**src/rtl/id_queue_bank.sv**
```systemverilog
// Four independent per-ID circular FIFOs sharing one enqueue port, drained through a
// round-robin dequeue port whose offer stays stable while the consumer back-pressures.
module id_queue_bank #(
  parameter int DATA_W = 32,
  parameter int DEPTH  = 2
) (
  input  logic              clock,
  input  logic              reset_n,
  input  logic              enq_valid,
  output logic              enq_ready,
  input  logic [1:0]        enq_id,
  input  logic [DATA_W-1:0] enq_data,
  output logic              deq_valid,
  input  logic              deq_ready,
  output logic [1:0]        deq_id,
  output logic [DATA_W-1:0] deq_data,
  output logic [3:0]        full,
  output logic [3:0]        empty
);

  localparam int PTR_W = (DEPTH > 1) ? $clog2(DEPTH) : 1;
  localparam int CNT_W = PTR_W + 1;

  typedef logic [PTR_W-1:0] ptr_t;
  typedef logic [CNT_W-1:0] cnt_t;

  logic [DATA_W-1:0] mem [4][DEPTH];
  ptr_t              rd_ptr [4];
  ptr_t              wr_ptr [4];
  cnt_t              count  [4];

  logic [1:0] last_grant;
  logic [1:0] locked_id;
  logic       lock;

  logic [1:0] grant;
  logic [1:0] idx;
  logic       found;
  logic       enq_fire;
  logic       deq_fire;
  logic [3:0] push;
  logic [3:0] pop;

  // NOTE: every always_comb output gets a default first, so no path leaves it unassigned (no latch).
  always_comb begin
    full  = '0;
    empty = '0;
    for (int i = 0; i < 4; i++) begin
      full[i]  = (count[i] == CNT_W'(DEPTH));
      empty[i] = (count[i] == '0);
    end
  end

  // Readiness reflects current occupancy only, so a full queue refuses even when it is being drained.
  assign enq_ready = !full[enq_id];
  assign enq_fire  = enq_valid && enq_ready;
  assign deq_valid = |(~empty);
  assign deq_fire  = deq_valid && deq_ready;

  // Round-robin search starting just after the last queue that was drained.
  always_comb begin
    grant = '0;
    idx   = '0;
    found = 1'b0;
    for (int k = 1; k <= 4; k++) begin
      idx = last_grant + 2'(k);
      if (!found && !empty[idx]) begin
        grant = idx;
        found = 1'b1;
      end
    end
  end

  assign deq_id = !deq_valid ? 2'd0 : (lock ? locked_id : grant);

  always_comb begin
    deq_data = '0;
    if (deq_valid) deq_data = mem[deq_id][rd_ptr[deq_id]];
  end

  assign push = enq_fire ? (4'b0001 << enq_id) : 4'b0000;
  assign pop  = deq_fire ? (4'b0001 << deq_id) : 4'b0000;

  // NOTE: sequential state uses non-blocking assignments only, so every flop sees pre-edge values.
  always_ff @(posedge clock or negedge reset_n) begin
    if (!reset_n) begin
      for (int i = 0; i < 4; i++) begin
        rd_ptr[i] <= '0;
        wr_ptr[i] <= '0;
        count[i]  <= '0;
      end
      last_grant <= 2'd3;
      lock       <= 1'b0;
      locked_id  <= 2'd0;
    end else begin
      for (int i = 0; i < 4; i++) begin
        if (push[i]) wr_ptr[i] <= wr_ptr[i] + ptr_t'(1);
        if (pop[i])  rd_ptr[i] <= rd_ptr[i] + ptr_t'(1);
        if (push[i] && !pop[i])      count[i] <= count[i] + cnt_t'(1);
        else if (pop[i] && !push[i]) count[i] <= count[i] - cnt_t'(1);
      end
      if (deq_fire) begin
        last_grant <= deq_id;
        lock       <= 1'b0;
      end else if (deq_valid) begin
        lock      <= 1'b1;
        locked_id <= deq_id;
      end
    end
  end

  // NOTE: the entry storage has no reset; its contents are only observed when the count says valid.
  always_ff @(posedge clock) begin
    if (enq_fire) mem[enq_id][wr_ptr[enq_id]] <= enq_data;
  end

endmodule
```
**config.mk**
```make
export PLATFORM = sky130hd
export DESIGN_NAME = id_queue_bank
export DESIGN_NICKNAME = d
export VERILOG_FILES = /design/src/rtl/id_queue_bank.sv
export SDC_FILE = /design/constraint.sdc
export NUM_CORES = 1
export LEC_CHECK = 0
export ABC_AREA = 1
export CORE_ASPECT_RATIO = 1.1
export CORE_MARGIN = 2
export CORE_UTILIZATION = 54
export CTS_CLUSTER_DIAMETER = 40
export DETAILED_ROUTE_END_ITERATION = 8
export PLACE_DENSITY_LB_ADDON = 0.05
export SYNTH_ARGS = -nofsm -noshare
export SYNTH_HDL_FRONTEND = slang
export SYNTH_SLANG_ARGS = --single-unit
export TNS_END_PERCENT = 30
```
**constraint.sdc**
```tcl
create_clock -name clock -period 3.87 [get_ports clock]
set_clock_uncertainty 0.05 [all_clocks]
set_input_delay 0.9675 -clock clock [delete_from_list [all_inputs] [get_ports clock]]
set_output_delay 0.9675 -clock clock [all_outputs]
set_load 0.005 [all_outputs]
```
### Word level (Yosys, flattened, before mapping)

Memory sizes are Yosys's and may differ from the RTL's.
Index checks and enable logic that the tools add are counted.

| storage, ports and cells | value |
|---|---|
| bits in writable memories | 256 |
| word-level logic and storage cells | 141 |
| register bits after elaboration | 21 |
| output and inout port bits | 44 |
| memories kept | 1 |

| operators by class | value |
|---|---|
| order comparisons | 10 |
| reductions and logical operators | 39 |
| bitwise logic cells | 6 |
| $add $sub $neg | 19 |
| shifts and indexed selects | 2 |
| equal/unequal tests | 4 |
| muxes and demuxes | 45 |

Memories:

| name | words | width | rd ports | clocked after Yosys merged registers in | write ports | RTL line | text |
|---|---|---|---|---|---|---|---|
| mem | 4 | 64 | 1 | 0 | 1 | 27 | `logic [DATA_W-1:0] mem [4][DEPTH];` |

Operators by type and width:

| cell | count |
|---|---|
| 32-bit two-way mux | 5 |
| 64-bit two-way mux | 1 |
| 32-bit demux with 1-bit select | 1 |
| 2-bit two-way mux | 14 |
| 2-bit by 3-bit less-than comparator with 1-bit output, second input constant | 5 |
| 1-bit two-way mux | 15 |
| 1-bit binary-select mux with 2-bit select | 7 |
| 1-bit logical AND | 14 |
| 1-bit zero test | 14 |
| 2-bit by 1-bit adder with 2-bit output, second input constant | 5 |
| 2-bit nonzero test | 5 |
| 1-bit adder, second input constant | 8 |
| 2-bit == test, second input constant | 4 |
| 2-bit zero test | 4 |
| 4-bit two-way mux | 2 |
| 1-bit by 2-bit << shifter with 4-bit output, first input constant | 2 |
| 2-bit by 1-bit subtractor with 2-bit output, second input constant | 4 |
| 3-bit greater-or-equal comparator, second input constant | 2 |
| 2-bit NOT with 3-bit output | 2 |
| 2-bit adder, second input constant | 2 |
| 2-bit greater-or-equal comparator, second input constant | 2 |
| 1-bit NOT with 2-bit output | 2 |
| 4-bit NOT | 1 |
| 4-bit OR reduction | 1 |
| 3 further kinds | 3 |

### Longest topological paths before layout

Gate-level depths: netlist (run 1).

| logic depth | value |
|---|---|
| word-level depth | 23 |
| mapped depth | 20 |

### Worst setup path before layout (run 1)

Ideal clock, no wire load.

| timing path | value |
|---|---|
| path type | in2reg |
| start point | input enq_id[0] |
| end point | memory mem[1][0] (netlist bit) (enable) |
| setup time | 0.461 ns |
| cell stages on the path | 8 |
| path slack | -1.030 ns |
| path buffers | 0 |
| data arrival time | 4.389 ns |
| data required time | 3.359 ns |
| cell sequence | inv_1 nand2_1 nor3_1 a2111oi_0 nand2_1 inv_1 nand2_1 nor3_1 |

| between the ends | value |
|---|---|
| elaborated cells on any way between the ends | 16 |

RTL lines:

| item | RTL line | text |
|---|---|---|
| start: declaration | 11 | `input logic [1:0] enq_id,` |
| 1-bit binary-select mux with 2-bit select | 55 | `assign enq_ready = !full[enq_id];` |
| 1-bit two-way mux (implied by the code) | 55 |  |
| 1-bit zero test | 55 |  |
| net enq_ready | 10 | `output logic enq_ready,` |
| 1-bit logical AND | 56 | `assign enq_fire = enq_valid && enq_ready;` |
| 1-bit two-way mux | 114 | `if (enq_fire) mem[enq_id][wr_ptr[enq_id]] <= enq_data;` |
| 64-bit two-way mux (implied by the code) | 114 |  |
| end: declaration | 27 |  |

The timed path passes the listed nets, and every way through them passes these cells. The select of a mux whose other input is x is not followed.

### Worst setup path after layout (run 1)

| timing path | value |
|---|---|
| start point | register last_grant[0] |
| end point | output deq_data[9] |

| between the ends | value |
|---|---|
| cells in the longest elaborated chain, start to end | 23 |
| elaborated cells on any way between the ends | 38 |

RTL lines:

| item | RTL line | text |
|---|---|---|
| start: declaration | 32 | `logic [1:0] last_grant;` |
| start signal: assignment | 103 | `last_grant <= deq_id;` |
| 2-bit adder | 66 | `idx = last_grant + 2'(k);` |
| 1-bit binary-select mux with 2-bit select | 67 | `if (!found && !empty[idx]) begin` |
| 1-bit two-way mux (implied by the code) | 67 |  |
| 1-bit zero test | 67 |  |
| 1-bit logical AND | 67 |  |
| 1-bit two-way mux | 67 |  |
| 1-bit zero test | 67 |  |
| 1-bit logical AND | 67 |  |
| (+3 left out) | n/a |  |
| 2-bit two-way mux (*) | 67 |  |
| 2-bit two-way mux (*) (2 in a row) | 74 | `assign deq_id = !deq_valid ? 2'd0 : (lock ? locked_id : grant);` |
| 2-bit NOT with 3-bit output (implied by the code) | 78 | `if (deq_valid) deq_data = mem[deq_id][rd_ptr[deq_id]];` |
| 1-bit binary-select mux with 2-bit select | 78 |  |
| 1-bit two-way mux (implied by the code) (2 in a row) | 78 |  |
| 1-bit NOT with 2-bit output (implied by the code) | 78 |  |
| 32-bit two-way mux (implied by the code) (*) (3 in a row) | 78 |  |
| 32-bit two-way mux (*) | 78 |  |
| end: declaration | 16 | `output logic [DATA_W-1:0] deq_data,` |

Every way passes the cells marked *; elsewhere a longest branch is shown, timed or not. The select of a mux whose other input is x is not followed.

==> flow_summary.yaml, run 1 <==
routing:
  detail-route-antenna-nets: 0
  finalWirelength_um: 32600
  drc_errors: 0
  initial_drc_count: 602
  viasPerCell: 5.04
  via_count: 9673
  detail_route.wl_per_cell_um: 17.0
  dr.pass1.iters: 7
floorplanning:
  design.die.area_um2: 25900
  die_w_um: 154
  core_region_area_um2: 24300
  rows: 60
  effective_utilization_at_floorplan_pct: 54.8
  floorplan.io_pins: 82
  vertical_extent_of_the_die_um: 169
clock_network:
  cts_buffers: 38
  worstSkewPairLatency_ns: 0.51
  cts_tree: "yes"
  clk_pin_slew_ns: 0.05
  cts_h_tree_lvls: 2
  tritoncts_num_sinks: 277
  ctsRootBufferMaster: "clkbuf_16"
  cts-root-to-sink-buffers: 3
outcome:
  outcome: "complete, but fails checks"
  failed_checks: "negative setup slack"
global_route:
  grt_use_met1_pct: 31.2
  globalRouteMet2Util_pct: 41.2
  grt.busiest_layer: "met2"
  grt_remaining_overflow: 0
  gr-usage-all-layers_pct: 24.1
  global_route_wire_length_before_repair_um: 48700
  via_count_of_the_first_global_routing_pass: 9044
  pin_count_of_the_biggest_net_entering_global_routing: 77
  grt_use_met3_pct: 4.22
  grt_antenna_before_repair: 0
finish:
  final-instance-count-excl-fill: 1919
  layout-drive-gt1-share_pct: 16.6
  finish.net_count: 1624
  insertedDiodeCount: 0
  final.fill_count: 1856
  areaGrowthSynthToFinish_pct: 26.4
critical_path:
  cp.required_ns: 2.85
  end_kind: "output port"
  path_max_fanout: 7
  critical_path.most_common_cell: "nand2_2"
  path_class: "reg2out"
  critical-path-slowest-cell: "dfstp_2"
  critical_path.cell_chain: "buf_6, nand2_2, nand2_4, nand2_2, nand2_2, nand2_1, nand2_1, nand3_2, nand3_4, nand2_8, nand2_2, nand2_2, nand2_2, nand2_4, buf_12, clkbuf_16, buf_8, nand2_4, nand2_2, nor2_2, clkbuf_2"
  worstPathBufferInverterCount: 5
  startpoint_types: "flip-flop"
  worst_path_largest_cell_delay_ns: 0.58
  arrival_ns: 3.21
  critPathTopFamily: "simple AND/OR/NAND/NOR gates"
run:
  maxCapViolations: 0
sta:
  tightestPinTransition_ns: 0.983
  post-route-worst-setup-slack_ns: -0.359
  setup_total_negative_slack_ns: -7.84
  hold-worst-slack_ns: 0.415
  relSlewSlack_pct: 34.3
  report.final.setup_viol: 32
  final_period_minus_worst_setup_slack_ns: 4.23
  report.final.hold_viol_count: 0
  grt_setup_unrepaired: "true"
  timing.fmax_ghz: 0.236
  fin_crit_sh_pct: 109
  final-max-slew-violation-count: 0
synth:
  synth-seq-cells: 277
  synth_cells: 1442
  warnings_synthesis: 0
  number_of_different_library_cells_in_the_post_synthesis_netlist: 30
  synth.yosys.seq_area_share_pct: 61.7
  synth_nets: 1484
  syn_area_per_cell_um2: 9.24
  post_synth_instance_area_um2: 13300
placed_design:
  dp.final_hpwl_um: 15100
  port_buffers: 81
  place.detailed.instances: 1813
  routabilityCongestion: 0.781
  post-place-ws_ns: -0.0615
pwr:
  p_leak_nw: 7.94
  ir_drop_v: 0.000530
  power_density_nw_per_um2: 864
worst_hold_path:
  hold_path.class: "reg2reg"
## registers in the layout (all words and copies together), names as in the netlist
| signal | cells |
|---|---|
| last_grant | 2 |
| wr_ptr | 4 |
| rd_ptr | 4 |
| lock | 1 |
| count | 8 |
| mem | 256 |
| locked_id | 2 |
## placed cells by master (no fill, tap or decap), drive strengths merged
cell             n
clkdlybuf4s50   47
bufinv           4
nor3             8
a21oi            4
inv            249
nand3b          64
clkdlybuf4s15    1
ha               4
buf             94
nor2            89
dlygate4sd2      1
a2111oi          1
dlymetal6s2s     8
nand3           84
clkinv          14
xor2            10
edfxtp         256
nand2          567
dfrtp           19
xnor2            4
nand4            2
o21ai           12
clkinvlp         4
clkbuf          60
o22ai            1
dfstp            2
## where the power goes
group | switching, mW | internal, mW
logic | 4.20 | 3.19
clock network | 1.28 | 2.19
registers | 0.116 | 3.57
total | 5.60 | 8.95
## kinds of logic (layout without fill, tap and decap cells)
group / count (synthesis) / in the layout / synth area share [%]
DFF: 277 / 277 / 61.7
buffers and inverters: 315 / 482 / 10.0
xor gates and xnor gates: 14 / 14 / 0.920
adders and majority gates: 4 / 4 / 0.376
and+or+nand+nor: 814 / 814 / 26.3
AOI/OAI and AO/OA: 18 / 18 / 0.714
## layout make-up
| cell class | instances | area [um^2] | share of cell area, % |
|---|---|---|---|
| flip-flops and latches | 277 | 8220 | 48.8 |
| multi-input cells | 850 | 4120 | 24.4 |
| repair buffers | 166 | 1900 | 11.3 |
| clock buffers | 45 | 1040 | 6.18 |
| inverters | 249 | 942 | 5.60 |
| well taps | 310 | 388 | 2.30 |
| clock inverters | 22 | 235 | 1.40 |
## per-layer routing
metal / vias up / part of all wire, %
li1: 4802 / -
met1: 4501 / 41
met2: 289 / 49
met3: 81 / 6.4
met4: 0 / 2.9
met5: - / 0
## final timing paths
check / from / end / slack [ns] / depth (start not counted)
worst max-delay path: last_grant[0] / deq_data[9] / -0.36 / 21
worst min-delay path: wr_ptr[0] / wr_ptr[0] / 0.41 / 1
worst max register to register: last_grant[0] / count[3] / 0.88 / 17
worst min register to register: wr_ptr[0] / wr_ptr[0] / 0.41 / 1
max in group asynchronous: reset_n / rd_ptr[1] / 2.22 / 1
min in group asynchronous: reset_n / count[2] / 0.96 / 1
## synth_stat cells
| library cell | n | area share (%) |
|---|---|---|
| buf_6 | 12 | 1.0 |
| dfrtp_1 | 19 | 3.6 |
| nand3_4 | 1 | 0.13 |
| nor3_1 | 8 | 0.30 |
| nand3b_1 | 64 | 3.6 |
| buf_4 | 8 | 0.45 |
| a2111oi_0 | 1 | 0.066 |
| o21ai_0 | 11 | 0.41 |
| o22ai_1 | 1 | 0.047 |
| o21ai_1 | 1 | 0.038 |
| a21oi_1 | 4 | 0.15 |
| xor2_1 | 10 | 0.66 |
| nand2_1 | 563 | 16 |
| nand3_1 | 82 | 3.1 |
| nor2_4 | 6 | 0.51 |
| nand2_4 | 1 | 0.085 |
| edfxtp_1 | 256 | 58 |
| xnor2_1 | 4 | 0.26 |
| clkbuf_1 | 21 | 0.59 |
| nand3_2 | 1 | 0.075 |
| nor2_1 | 83 | 2.3 |
| buf_1 | 2 | 0.056 |
| nand4_2 | 2 | 0.19 |
| inv_2 | 3 | 0.085 |
| buf_2 | 23 | 0.86 |
| dfstp_2 | 2 | 0.39 |
| nand2_2 | 3 | 0.14 |
| inv_4 | 1 | 0.047 |
| ha_1 | 4 | 0.38 |
| inv_1 | 245 | 6.9 |
## through the flow
step | util [%] | instance area (um^2) | power, mW
2_1_floorplan | - | 13300 | 7.24
3_3_place_gp | 60.6 | 14700 | 9.57
3_5_place_dp | 60.6 | 14700 | 9.62
4_1_cts | 67.0 | 16300 | 13.6
5_1_grt | 69.2 | 16800 | 15.4
6_report | 69.2 | 16800 | 14.5
## timing repair
action / in CTS / in global routing
pin swaps: 2 / 39
setup endpoints to repair: 33 / 35
gates resized for setup: 52 / 154
gates cloned: 5 / 8
hold buffers: 0 / 0
setup buffers: 3 / 26
Note: power is estimated with default switching activity, not from simulation.
==> run 2, diff against run 1 <==
CORE_UTILIZATION = 55   (was 54)
CTS_BUF_LIST = sky130_fd_sc_hd__clkbuf_8   (was not set)
==> run 2 against run 1 <==
Compared with the run above:
- the flow still finishes with violations (negative setup slack)
- final cell count grew 0.31%
- clock-buffer cell count grew 2
- worst setup slack gained 0.070 ns
==> flow_summary.yaml, run 2 (synthesized netlist as in run 1, its figures left out) <==
routing:
  dr.pass1.iters: 5
  initial_drc_count: 561
  detail_route.wl_per_cell_um: 16.3
  viasPerCell: 5.02
  detail-route-antenna-nets: 0
  finalWirelength_um: 31300
  drc_errors: 0
  via_count: 9670
floorplanning:
  design.die.area_um2: 25500
  effective_utilization_at_floorplan_pct: 56.2
  rows: 59
  core_region_area_um2: 23700
  vertical_extent_of_the_die_um: 167
  floorplan.io_pins: 82
  die_w_um: 152
placed_design:
  port_buffers: 81
  routabilityCongestion: 0.822
  post-place-ws_ns: -0.0350
  post_dp_cell_area_um2: 14800
  dp.final_hpwl_um: 15900
critical_path:
  path_max_fanout: 8
  path_class: "reg2out"
  arrival_ns: 3.14
  end_kind: "output port"
  cp.required_ns: 2.85
  startpoint_types: "flip-flop"
  rrSetupSlack_ns: 0.81
finish:
  layout-drive-gt1-share_pct: 15.1
  number_of_flip_flops_under_the_largest_register_name: 256
  finish.net_count: 1632
  layout_commonest_cell: "nand2_1"
  areaGrowthSynthToFinish_pct: 21.3
  final_instance_area_um2: 16200
  most_frequent_cells_in_the_layout: "533 x nand2_1, 258 x inv_1, 256 x edfxtp_1"
global_route:
  grt_remaining_overflow: 0
  pin_count_of_the_biggest_net_entering_global_routing: 62
  gr-usage-all-layers_pct: 24.7
  grt_antenna_before_repair: 1
  global_route_wire_length_before_repair_um: 49500
  via_count_of_the_first_global_routing_pass: 9282
sta:
  fin_crit_sh_pct: 107
  post-route-worst-setup-slack_ns: -0.290
  setup_total_negative_slack_ns: -6.18
  relSlewSlack_pct: 34.4
  report.final.setup_viol: 32
  tightestPinTransition_ns: 0.980
  report.final.hold_viol_count: 0
  timing.fmax_ghz: 0.240
  final-max-slew-violation-count: 0
  grt_setup_unrepaired: "true"
  final_period_minus_worst_setup_slack_ns: 4.16
outcome:
  outcome: "complete, but fails checks"
  failed_checks: "negative setup slack"
run:
  maxCapViolations: 0
pwr:
  ir_drop_v: 0.000556
  power_density_nw_per_um2: 784
  p_leak_nw: 7.66
clock_network:
  cts_hold_buffers: 0
  cts-root-to-sink-buffers: 3
  cts_h_tree_lvls: 2
  cts_buffers: 45
  tritoncts_num_sinks: 277
  ctsRootBufferMaster: "clkbuf_8"
  worstSkewPairLatency_ns: 0.54
  clk_pin_slew_ns: 0.06
  cts_tree: "yes"
worst_hold_path:
  hold_path.class: "reg2reg"
## run 2: metal layers
layer / part of all wire [%] / global-route usage (%) / wire, um
met2: 50 / 42.3 / 15500
met1: 43 / 32.7 / 13400
met3: 5.2 / 3.65 / 1630
met4: 2.4 / 7.92 / 760
met5: 0 / 0 / 0
## run 2: where the power goes
| part | internal (mW) | switching [mW] |
|---|---|---|
| combinational | 2.89 | 3.86 |
| clock | 1.12 | 1.10 |
| sequential | 3.57 | 0.124 |
## run 2: critical path, stage by stage, from the launching register on
cell             delay (ns)
dfstp_2                0.61
nand2_1                0.12
nand2_1                0.12
nand2_1                0.08
nand2_2                0.13
nand3_2                0.09
nand3_2                0.09
nand3_4                0.13
buf_12                 0.17
nand3_1                0.07
nand2_1                0.07
nand2_2                0.07
nand2_4                0.08
buf_12                 0.14
buf_12                 0.13
buf_12                 0.12
nand2_1                0.05
nand2_1                0.04
nor2_1                 0.09
clkdlybuf4s15_2        0.21
## run 2: layout make-up
type / instances / area (um^2)
inverter: 249 / 940
clock inverter: 29 / 125
tap: 305 / 382
clock buffer: 47 / 647
antenna: 1 / 2.50
timing repair buffer: 167 / 1830
multi-input combinational: 850 / 4020
sequential: 277 / 8220
fill: 1868 / 7540
## run 2: timing repair
item,in CTS,in global routing
pin swaps,36,9
endpoints found under the setup margin,33,34
setup buffers,20,4
gates cloned,7,2
gates resized for setup,194,11
## run 2: worst paths after layout
| kind | from | cells past startpoint | end |
|---|---|---|---|
| worst max-delay path | last_grant[0] | 19 | deq_data[13] |
| worst min-delay path | wr_ptr[0] | 1 | wr_ptr[0] |
| worst max register to register | last_grant[0] | 16 | count[5] |
| worst min register to register | wr_ptr[0] | 1 | wr_ptr[0] |
| max in group asynchronous | reset_n | 1 | rd_ptr[2] |
| min in group asynchronous | reset_n | 1 | wr_ptr[3] |
## run 2: through the flow
stage / utilization, % / hold slack, ns / std cells / power (mW)
after floorplan: - / 0.392 / 1442 / 7.24
after global routing: 68.2 / 0.468 / 1925 / 13.6
after detailed placement: 62.5 / 0.419 / 1817 / 9.68
after global placement: 62.5 / 0.405 / 1817 / 9.61
after CTS: 67.8 / 0.434 / 1920 / 12.6
final: 68.2 / 0.432 / 1925 / 12.7
